## config.mk

```make
export PLATFORM = sky130hd
export DESIGN_NAME = mdu_unit
export DESIGN_NICKNAME = d
export VERILOG_FILES = /design/src/rtl/mdu_unit_pkg.sv /design/src/rtl/mdu_div_core.sv /design/src/rtl/mdu_unit.sv
export SDC_FILE = /design/constraint.sdc
export NUM_CORES = 2
export LEC_CHECK = 0
export ABC_CLOCK_PERIOD_IN_PS = 20400
export BUFFER_PORTS_ARGS = -buffer_cell sky130_fd_sc_hd__buf_2
export CAP_MARGIN = 15
export CORE_UTILIZATION = 40
export CTS_BUF_LIST = sky130_fd_sc_hd__clkbuf_2 sky130_fd_sc_hd__clkbuf_4 sky130_fd_sc_hd__clkbuf_8
export DETAILED_ROUTE_END_ITERATION = 10
export PLACE_DENSITY = 0.58
export SKIP_CTS_REPAIR_TIMING = 1
export SLEW_MARGIN = 20
export SYNTH_ARGS = -nofsm -noshare
export SYNTH_HDL_FRONTEND = slang
export SYNTH_SLANG_ARGS = --single-unit
```

## constraint.sdc

```tcl
create_clock -name clk -period 20.4 [get_ports clk]
set_input_delay 0 -clock clk [delete_from_list [all_inputs] [get_ports clk]]
set_output_delay 0 -clock clk [all_outputs]
set_load 0.02 [all_outputs]
```

## src/rtl/mdu_unit_pkg.sv

```systemverilog
// Shared types for the multiply/divide unit.
// Op encoding and word typedefs used across the core.
package mdu_unit_pkg;

  typedef logic [31:0] uint32_t;
  typedef logic [63:0] uint64_t;

  typedef enum logic [3:0] {
    MDU_MULT  = 4'd0,
    MDU_MULTU = 4'd1,
    MDU_DIV   = 4'd2,
    MDU_DIVU  = 4'd3,
    MDU_MADD  = 4'd4,
    MDU_MADDU = 4'd5,
    MDU_MSUB  = 4'd6,
    MDU_MSUBU = 4'd7,
    MDU_MTHI  = 4'd8,
    MDU_MTLO  = 4'd9
  } mdu_op_t;

  function automatic uint32_t mag32(
    input uint32_t v,
    input logic    sgn
  );
    return (sgn && v[31]) ? -v : v;
  endfunction

endpackage

```

## src/rtl/mdu_div_core.sv

```systemverilog
// Iterative radix-2 unsigned restoring divider.
// First iteration happens on the start edge.
module mdu_div_core
  import mdu_unit_pkg::*;
#(
  parameter int unsigned ITERS = 32
) (
  input  logic    clk,
  input  logic    rst_n,
  input  logic    start_i,
  input  logic    abort_i,
  input  uint32_t dividend_i,
  input  uint32_t divisor_i,
  output logic    done_o,
  output uint32_t quotient_o,
  output uint32_t remainder_o
);

  localparam int CW = $clog2(ITERS + 1);

  uint32_t       rem_q;
  uint32_t       quo_q;
  uint32_t       div_q;
  logic [CW-1:0] cnt_q;
  logic          run_q;

  function automatic uint64_t step(
    input uint32_t rem,
    input uint32_t quo,
    input uint32_t d
  );
    logic [32:0] r;
    r = {rem, quo[31]};
    if (r >= {1'b0, d})
      return {32'(r - {1'b0, d}), quo[30:0], 1'b1};
    return {r[31:0], quo[30:0], 1'b0};
  endfunction

  // One shift/subtract per cycle until ITERS bits are produced
  always_ff @(posedge clk or negedge rst_n) begin
    if (!rst_n) begin
      rem_q <= '0;
      quo_q <= '0;
      div_q <= '0;
      cnt_q <= '0;
      run_q <= 1'b0;
    end else if (abort_i) begin
      run_q <= 1'b0;
    end else if (start_i) begin
      {rem_q, quo_q} <= step('0, dividend_i, divisor_i);
      div_q <= divisor_i;
      cnt_q <= CW'(1);
      run_q <= 1'b1;
    end else if (run_q) begin
      if (cnt_q == CW'(ITERS)) begin
        run_q <= 1'b0;
      end else begin
        {rem_q, quo_q} <= step(rem_q, quo_q, div_q);
        cnt_q <= cnt_q + CW'(1);
      end
    end
  end

  assign done_o      = run_q && (cnt_q == CW'(ITERS));
  assign quotient_o  = quo_q;
  assign remainder_o = rem_q;

endmodule

```

## src/rtl/mdu_unit.sv

```systemverilog
// Multi-cycle multiply/divide unit feeding HI/LO.
// Result is a registered one-cycle pulse.
module mdu_unit
  import mdu_unit_pkg::*;
#(
  parameter int unsigned DIV_ITERS  = 32,
  parameter int unsigned MUL_STAGES = 2
) (
  input  logic        clk,
  input  logic        rst_n,
  input  logic        flush,
  input  logic        req_valid,
  output logic        req_ready,
  input  logic [3:0]  req_op,
  input  logic [31:0] req_a,
  input  logic [31:0] req_b,
  input  logic [63:0] hilo_i,
  output logic        result_valid,
  output logic [63:0] result,
  output logic        busy
);

  localparam logic [2:0] S_IDLE = 3'd0;
  localparam logic [2:0] S_MUL  = 3'd1;
  localparam logic [2:0] S_DIV  = 3'd2;
  localparam logic [2:0] S_FIX  = 3'd3;
  localparam logic [2:0] S_DONE = 3'd4;

  localparam int CW = $clog2(MUL_STAGES + 1);

  logic [2:0]    state_q, state_d;
  logic [CW-1:0] cnt_q, cnt_d;
  uint64_t       p_q, p_d;
  uint64_t       res_q, res_d;
  uint64_t       result_q, result_d;
  logic          rv_q, rv_d;

  mdu_op_t op_q;
  uint32_t a_q, b_q;
  uint64_t hilo_q;

  mdu_op_t op_i;
  logic    accept;
  logic    msgn, dsgn;
  uint64_t ax, bx, prod, acc;
  uint32_t quo, rem, q_fix, r_fix;
  logic    div_done, div_start;

  function automatic logic is_mul(input mdu_op_t o);
    return o inside {MDU_MULT, MDU_MULTU, MDU_MADD,
                     MDU_MADDU, MDU_MSUB, MDU_MSUBU};
  endfunction

  function automatic logic is_mac(input mdu_op_t o);
    return o inside {MDU_MADD, MDU_MADDU,
                     MDU_MSUB, MDU_MSUBU};
  endfunction

  assign op_i   = mdu_op_t'(req_op);
  assign accept = req_valid && (state_q == S_IDLE)
                  && !flush;

  assign msgn = op_q inside {MDU_MULT, MDU_MADD, MDU_MSUB};
  assign ax   = msgn ? {{32{a_q[31]}}, a_q} : {32'b0, a_q};
  assign bx   = msgn ? {{32{b_q[31]}}, b_q} : {32'b0, b_q};
  assign prod = ax * bx;

  // Accumulate stage on the registered product
  always_comb begin
    acc = p_q;
    unique case (op_q)
      MDU_MADD, MDU_MADDU: acc = hilo_q + p_q;
      MDU_MSUB, MDU_MSUBU: acc = hilo_q - p_q;
      default:             acc = p_q;
    endcase
  end

  assign div_start = accept && (op_i inside {MDU_DIV, MDU_DIVU})
                     && (req_b != 32'd0);

  mdu_div_core #(.ITERS(DIV_ITERS)) u_div (
    .clk         (clk),
    .rst_n       (rst_n),
    .start_i     (div_start),
    .abort_i     (flush),
    .dividend_i  (mag32(req_a, op_i == MDU_DIV)),
    .divisor_i   (mag32(req_b, op_i == MDU_DIV)),
    .done_o      (div_done),
    .quotient_o  (quo),
    .remainder_o (rem)
  );

  assign dsgn  = (op_q == MDU_DIV);
  assign q_fix = (dsgn && (a_q[31] ^ b_q[31])) ? -quo : quo;
  assign r_fix = (dsgn && a_q[31]) ? -rem : rem;

  // Next-state, datapath staging and result pulse
  always_comb begin
    state_d  = state_q;
    cnt_d    = cnt_q;
    p_d      = p_q;
    res_d    = res_q;
    result_d = result_q;
    rv_d     = 1'b0;
    if (flush) begin
      state_d = S_IDLE;
    end else begin
      unique case (state_q)
        S_IDLE: if (req_valid) begin
          unique case (1'b1)
            is_mul(op_i): begin
              state_d = S_MUL;
              cnt_d   = '0;
            end
            (op_i == MDU_DIV || op_i == MDU_DIVU):
              state_d = (req_b == 32'd0) ? S_FIX : S_DIV;
            (op_i == MDU_MTHI): begin
              state_d = S_DONE;
              res_d   = {req_a, hilo_i[31:0]};
            end
            (op_i == MDU_MTLO): begin
              state_d = S_DONE;
              res_d   = {hilo_i[63:32], req_a};
            end
            default: state_d = S_IDLE;
          endcase
        end
        S_MUL: begin
          p_d = prod;
          if (cnt_q == CW'(MUL_STAGES - 1)) begin
            state_d = S_DONE;
            res_d   = acc;
          end else begin
            cnt_d = cnt_q + CW'(1);
          end
        end
        S_DIV: if (div_done) state_d = S_FIX;
        S_FIX: begin
          state_d = S_DONE;
          res_d   = (b_q == 32'd0) ? {a_q, 32'hFFFF_FFFF}
                                   : {r_fix, q_fix};
        end
        S_DONE: begin
          state_d  = S_IDLE;
          rv_d     = 1'b1;
          result_d = res_q;
        end
        default: state_d = S_IDLE;
      endcase
    end
  end

  // Control and result registers
  always_ff @(posedge clk or negedge rst_n) begin
    if (!rst_n) begin
      state_q  <= S_IDLE;
      cnt_q    <= '0;
      p_q      <= '0;
      res_q    <= '0;
      result_q <= '0;
      rv_q     <= 1'b0;
    end else begin
      state_q  <= state_d;
      cnt_q    <= cnt_d;
      p_q      <= p_d;
      res_q    <= res_d;
      result_q <= result_d;
      rv_q     <= rv_d;
    end
  end

  // Operand capture on accept; hilo only for accumulate ops
  always_ff @(posedge clk or negedge rst_n) begin
    if (!rst_n) begin
      op_q   <= MDU_MULT;
      a_q    <= '0;
      b_q    <= '0;
      hilo_q <= '0;
    end else if (accept) begin
      op_q <= op_i;
      a_q  <= req_a;
      b_q  <= req_b;
      if (is_mac(op_i)) hilo_q <= hilo_i;
    end
  end

  assign req_ready    = (state_q == S_IDLE);
  assign busy         = !req_ready;
  assign result_valid = rv_q;
  assign result       = result_q;

endmodule

```

==> results.py <==
metrics = {
    "logic_synthesis": {
        "synth_area_sq_mm": 0.07677,
        "async_flop_share_pct": 100.0,
        "syn_nets": 10660,
        "ys_seq_area_share_pct": 14.11,
        "syn_area_per_cell_sq_um": 8.838,
        "synthDistinctLibCells": 91,
        "synth_edf_count": 0,
        "synth_seq_cells": 433,
        "synth_cells": 8686,
        "ys.flop_type": "dfrtp_1",
        "yosysWarnings": 0,
    },
    "floorplan": {
        "fp.dieH_um": 440.1,
        "initial_utilization_pct": 40.32,
        "ios": 203,
        "core-area_sq_mm": 0.1904,
        "dieArea_sq_mm": 0.1937,
        "die_x_um": 440.1,
        "rows": 160,
    },
    "global_routing": {
        "overflow": 0,
        "antenna_found_initial": 15,
        "grt_first_pass_wirelength_mm": 408.1,
        "track_usage_pct": 28.23,
        "grt_pass1_vias": 62740,
        "grt_start_max_net_pins": 179,
    },
    "final_layout": {
        "drive_above_1_share_pct": 7.777,
        "fillers": 18680,
        "area_growth_pct": 8.394,
        "stdcell_count": 11310,
        "nets": 10720,
        "postLayoutCellArea_sq_mm": 0.08321,
        "final_common_cell": "inv_1",
        "layout_common_cells": "inv_1, fa_1, nand2_1, dfrtp_1, ha_1",
    },
    "timing": {
        "setup_violations": 0,
        "fin_tns_setup_ns": 0,
        "tightestPinTransition_ns": 1.160,
        "skew_ns": 0.04076,
        "rsz0062_at_grt": "no",
        "hold_viol": 0,
        "min_period_ns": 10.80,
        "drv_slew": 0,
        "finalCritPeriodShare_pct": 52.94,
        "fmax_mhz": 92.59,
        "relSlewSlack_pct": 22.66,
    },
    "critical_path": {
        "path_buf_inv": 6,
        "crit_required_ns": 21.09,
        "worst_setup_path_start_kind": "register",
        "r2r-end": "p_q[62]$_DFFE_PN0P_",
        "crit_start": "op_q[3]$_DFFE_PN0P_",
        "crit_arrival_ns": 11.49,
        "critical_path_class": "reg2reg",
        "worstSetupPathDepth": 30,
        "r2r_start": "op_q[3]$_DFFE_PN0P_",
        "slowest_delay_ns": 0.85,
        "worstPathMaxFanout": 31,
        "crit_family": "adder cells",
        "cpMostUsedCell": "fa_1",
        "endpoint": "p_q[62]$_DFFE_PN0P_",
        "cp_slowest_cell": "fa_1",
        "ff2ff_path_depth": 30,
        "cp-end-kind": "register",
        "ff2ff_setup_slack_ns": 9.60,
    },
    "cts": {
        "cts_root_buffer": "clkbuf_8",
        "clk_path_buf_depth": 3,
        "cts.clk_slew.worst_paths_ns": 0.06,
        "cts_buffers": 76,
        "htree_num_levels": 3,
        "cts_tree": "yes",
        "clk_latency_ns": 0.78,
        "cts.sinks": 433,
    },
    "routing": {
        "drt_first_pass_iters": 8,
        "routed_wl_mm": 271.7,
        "drc": 0,
        "drt-initial-drc-count": 5377,
        "ant_nets": 0,
        "via_per_inst": 5.425,
        "routedWlPerCell_um": 24.02,
        "vias": 61370,
    },
    "placed_design": {
        "dp_cells": 11040,
        "port_buffers": 202,
        "place_area_sq_mm": 0.08008,
        "dp_hpwl_mm": 216.9,
        "gp_congestion": 0.9804,
    },
    "min_path": {
        "hold_start": "hilo_i[28]",
        "hp-class": "in2reg",
    },
    "job": {
        "drv_cap": 0,
    },
    "status": {
        "outcome": "completed",
    },
}
[synthesized netlist by cell type (10+ instances only)]
master | count | area share [%]
inv_1 | 1659 | 8.1
a2111oi_0 | 12 | 0.14
o211ai_1 | 13 | 0.13
a21oi_1 | 345 | 2.2
clkbuf_1 | 455 | 2.2
mux2i_1 | 45 | 0.59
a221oi_1 | 18 | 0.21
nor3b_1 | 10 | 0.098
nor2_1 | 301 | 1.5
or4_1 | 22 | 0.22
ha_1 | 420 | 6.8
nor3_1 | 59 | 0.38
and2_1 | 392 | 3.2
nand2b_1 | 40 | 0.33
a211oi_2 | 20 | 0.33
a31oi_1 | 78 | 0.64
and3_1 | 27 | 0.22
a21o_1 | 93 | 0.91
a211oi_1 | 43 | 0.42
a21boi_0 | 12 | 0.12
xnor2_1 | 214 | 2.4
nand4_1 | 32 | 0.26
o21ai_0 | 384 | 2.5
o21a_1 | 18 | 0.18
xor2_1 | 146 | 1.7
nand3_1 | 56 | 0.37
nor4_1 | 31 | 0.25
o41ai_1 | 16 | 0.18
or3_1 | 37 | 0.30
nand2_1 | 1409 | 6.9
mux2_2 | 136 | 2.0
o21bai_1 | 18 | 0.18
dfrtp_1 | 433 | 14
a31o_2 | 12 | 0.14
fa_1 | 1420 | 37
nor2b_1 | 26 | 0.21
or2_2 | 21 | 0.17
buf_1 | 19 | 0.093
o31ai_1 | 48 | 0.47
o221ai_1 | 12 | 0.14
[routing by layer]
metal / part of all wire [%] / GRT usage (%) / up-vias
li1: - / - / 26960
met1: 44 / 40.10 / 31400
met2: 43 / 42.38 / 2575
met3: 8.4 / 5.263 / 435
met4: 4.3 / 11.21 / 4
met5: 0.011 / 0 / -
[stage by stage]
stage	hold slack, ns	worst slack [ns]	util [%]
6_report	0.04601	9.599	43.71
3_3_place_gp	0.1814	9.427	42.05
5_1_grt	0.04610	9.080	43.70
4_1_cts	-0.6852	9.587	42.95
2_1_floorplan	-0.2956	10.56	-
3_5_place_dp	0.1854	9.645	42.06
[worst register-to-register path: cells and delay by family (launching register included)]
kind / cells / cell delay, ns
AO/OA/AOI/OAI: 6 / 1.94
adder cells (fa/ha/maj): 11 / 5.98
buffers and inverters: 6 / 0.85
flip-flops: 1 / 0.41
AND/OR/NAND/NOR: 7 / 1.56
[layout make-up]
type | instances | area (sq um) | share of cell area [%]
Tap cell | 2511 | 3142 | 3.776
Timing Repair Buffer | 465 | 3381 | 4.063
Clock buffer | 100 | 1289 | 1.549
Inverter | 1661 | 6235 | 7.492
Multi-Input combinational cell | 6107 | 57920 | 69.60
Clock inverter | 29 | 396.6 | 0.4766
Antenna cell | 6 | 15.01 | 0.01804
Sequential cell | 433 | 10840 | 13.02
[how the worst min path moves through the flow]
stage,cells after the start,slack [ns],to
2_1_floorplan,0,-0.30,a_q[0]$_DFFE_PN0P_
3_3_place_gp,1,0.18,result[3]$_DFFE_PN0P_
3_5_place_dp,1,0.19,res_q[3]$_DFFE_PN0P_
4_1_cts,1,-0.69,res_q[4]$_DFFE_PN0P_
5_1_grt,3,0.05,hilo_q[27]$_DFFE_PN0P_
6_report,3,0.05,hilo_q[28]$_DFFE_PN0P_
[logic make-up after synthesis]
group,count (synthesis),share of synthesized area [%]
flip-flops,433,14.11
adder cells (fa/ha/maj),1841,43.89
AND/OR/NAND/NOR,2500,14.83
AO/OA/AOI/OAI,1225,9.903
XOR/XNOR,360,4.107
buffers and inverters,2146,10.57
multiplexers,181,2.582
[sequential cells by signal, indices dropped and copies added, names as in the netlist]
signal / cells
op_q: 4
state_q: 3
cnt_q: 2
b_q: 32
u_div.run_q: 1
result: 64
p_q: 64
u_div.quotient_o: 32
res_q: 64
hilo_q: 64
u_div.remainder_o: 32
u_div.div_q: 32
a_q: 32
u_div.cnt_q: 6
result_valid: 1
Power is not shown: default switching activity piles up to over one toggle a cycle in this logic, so the estimate is an artifact.
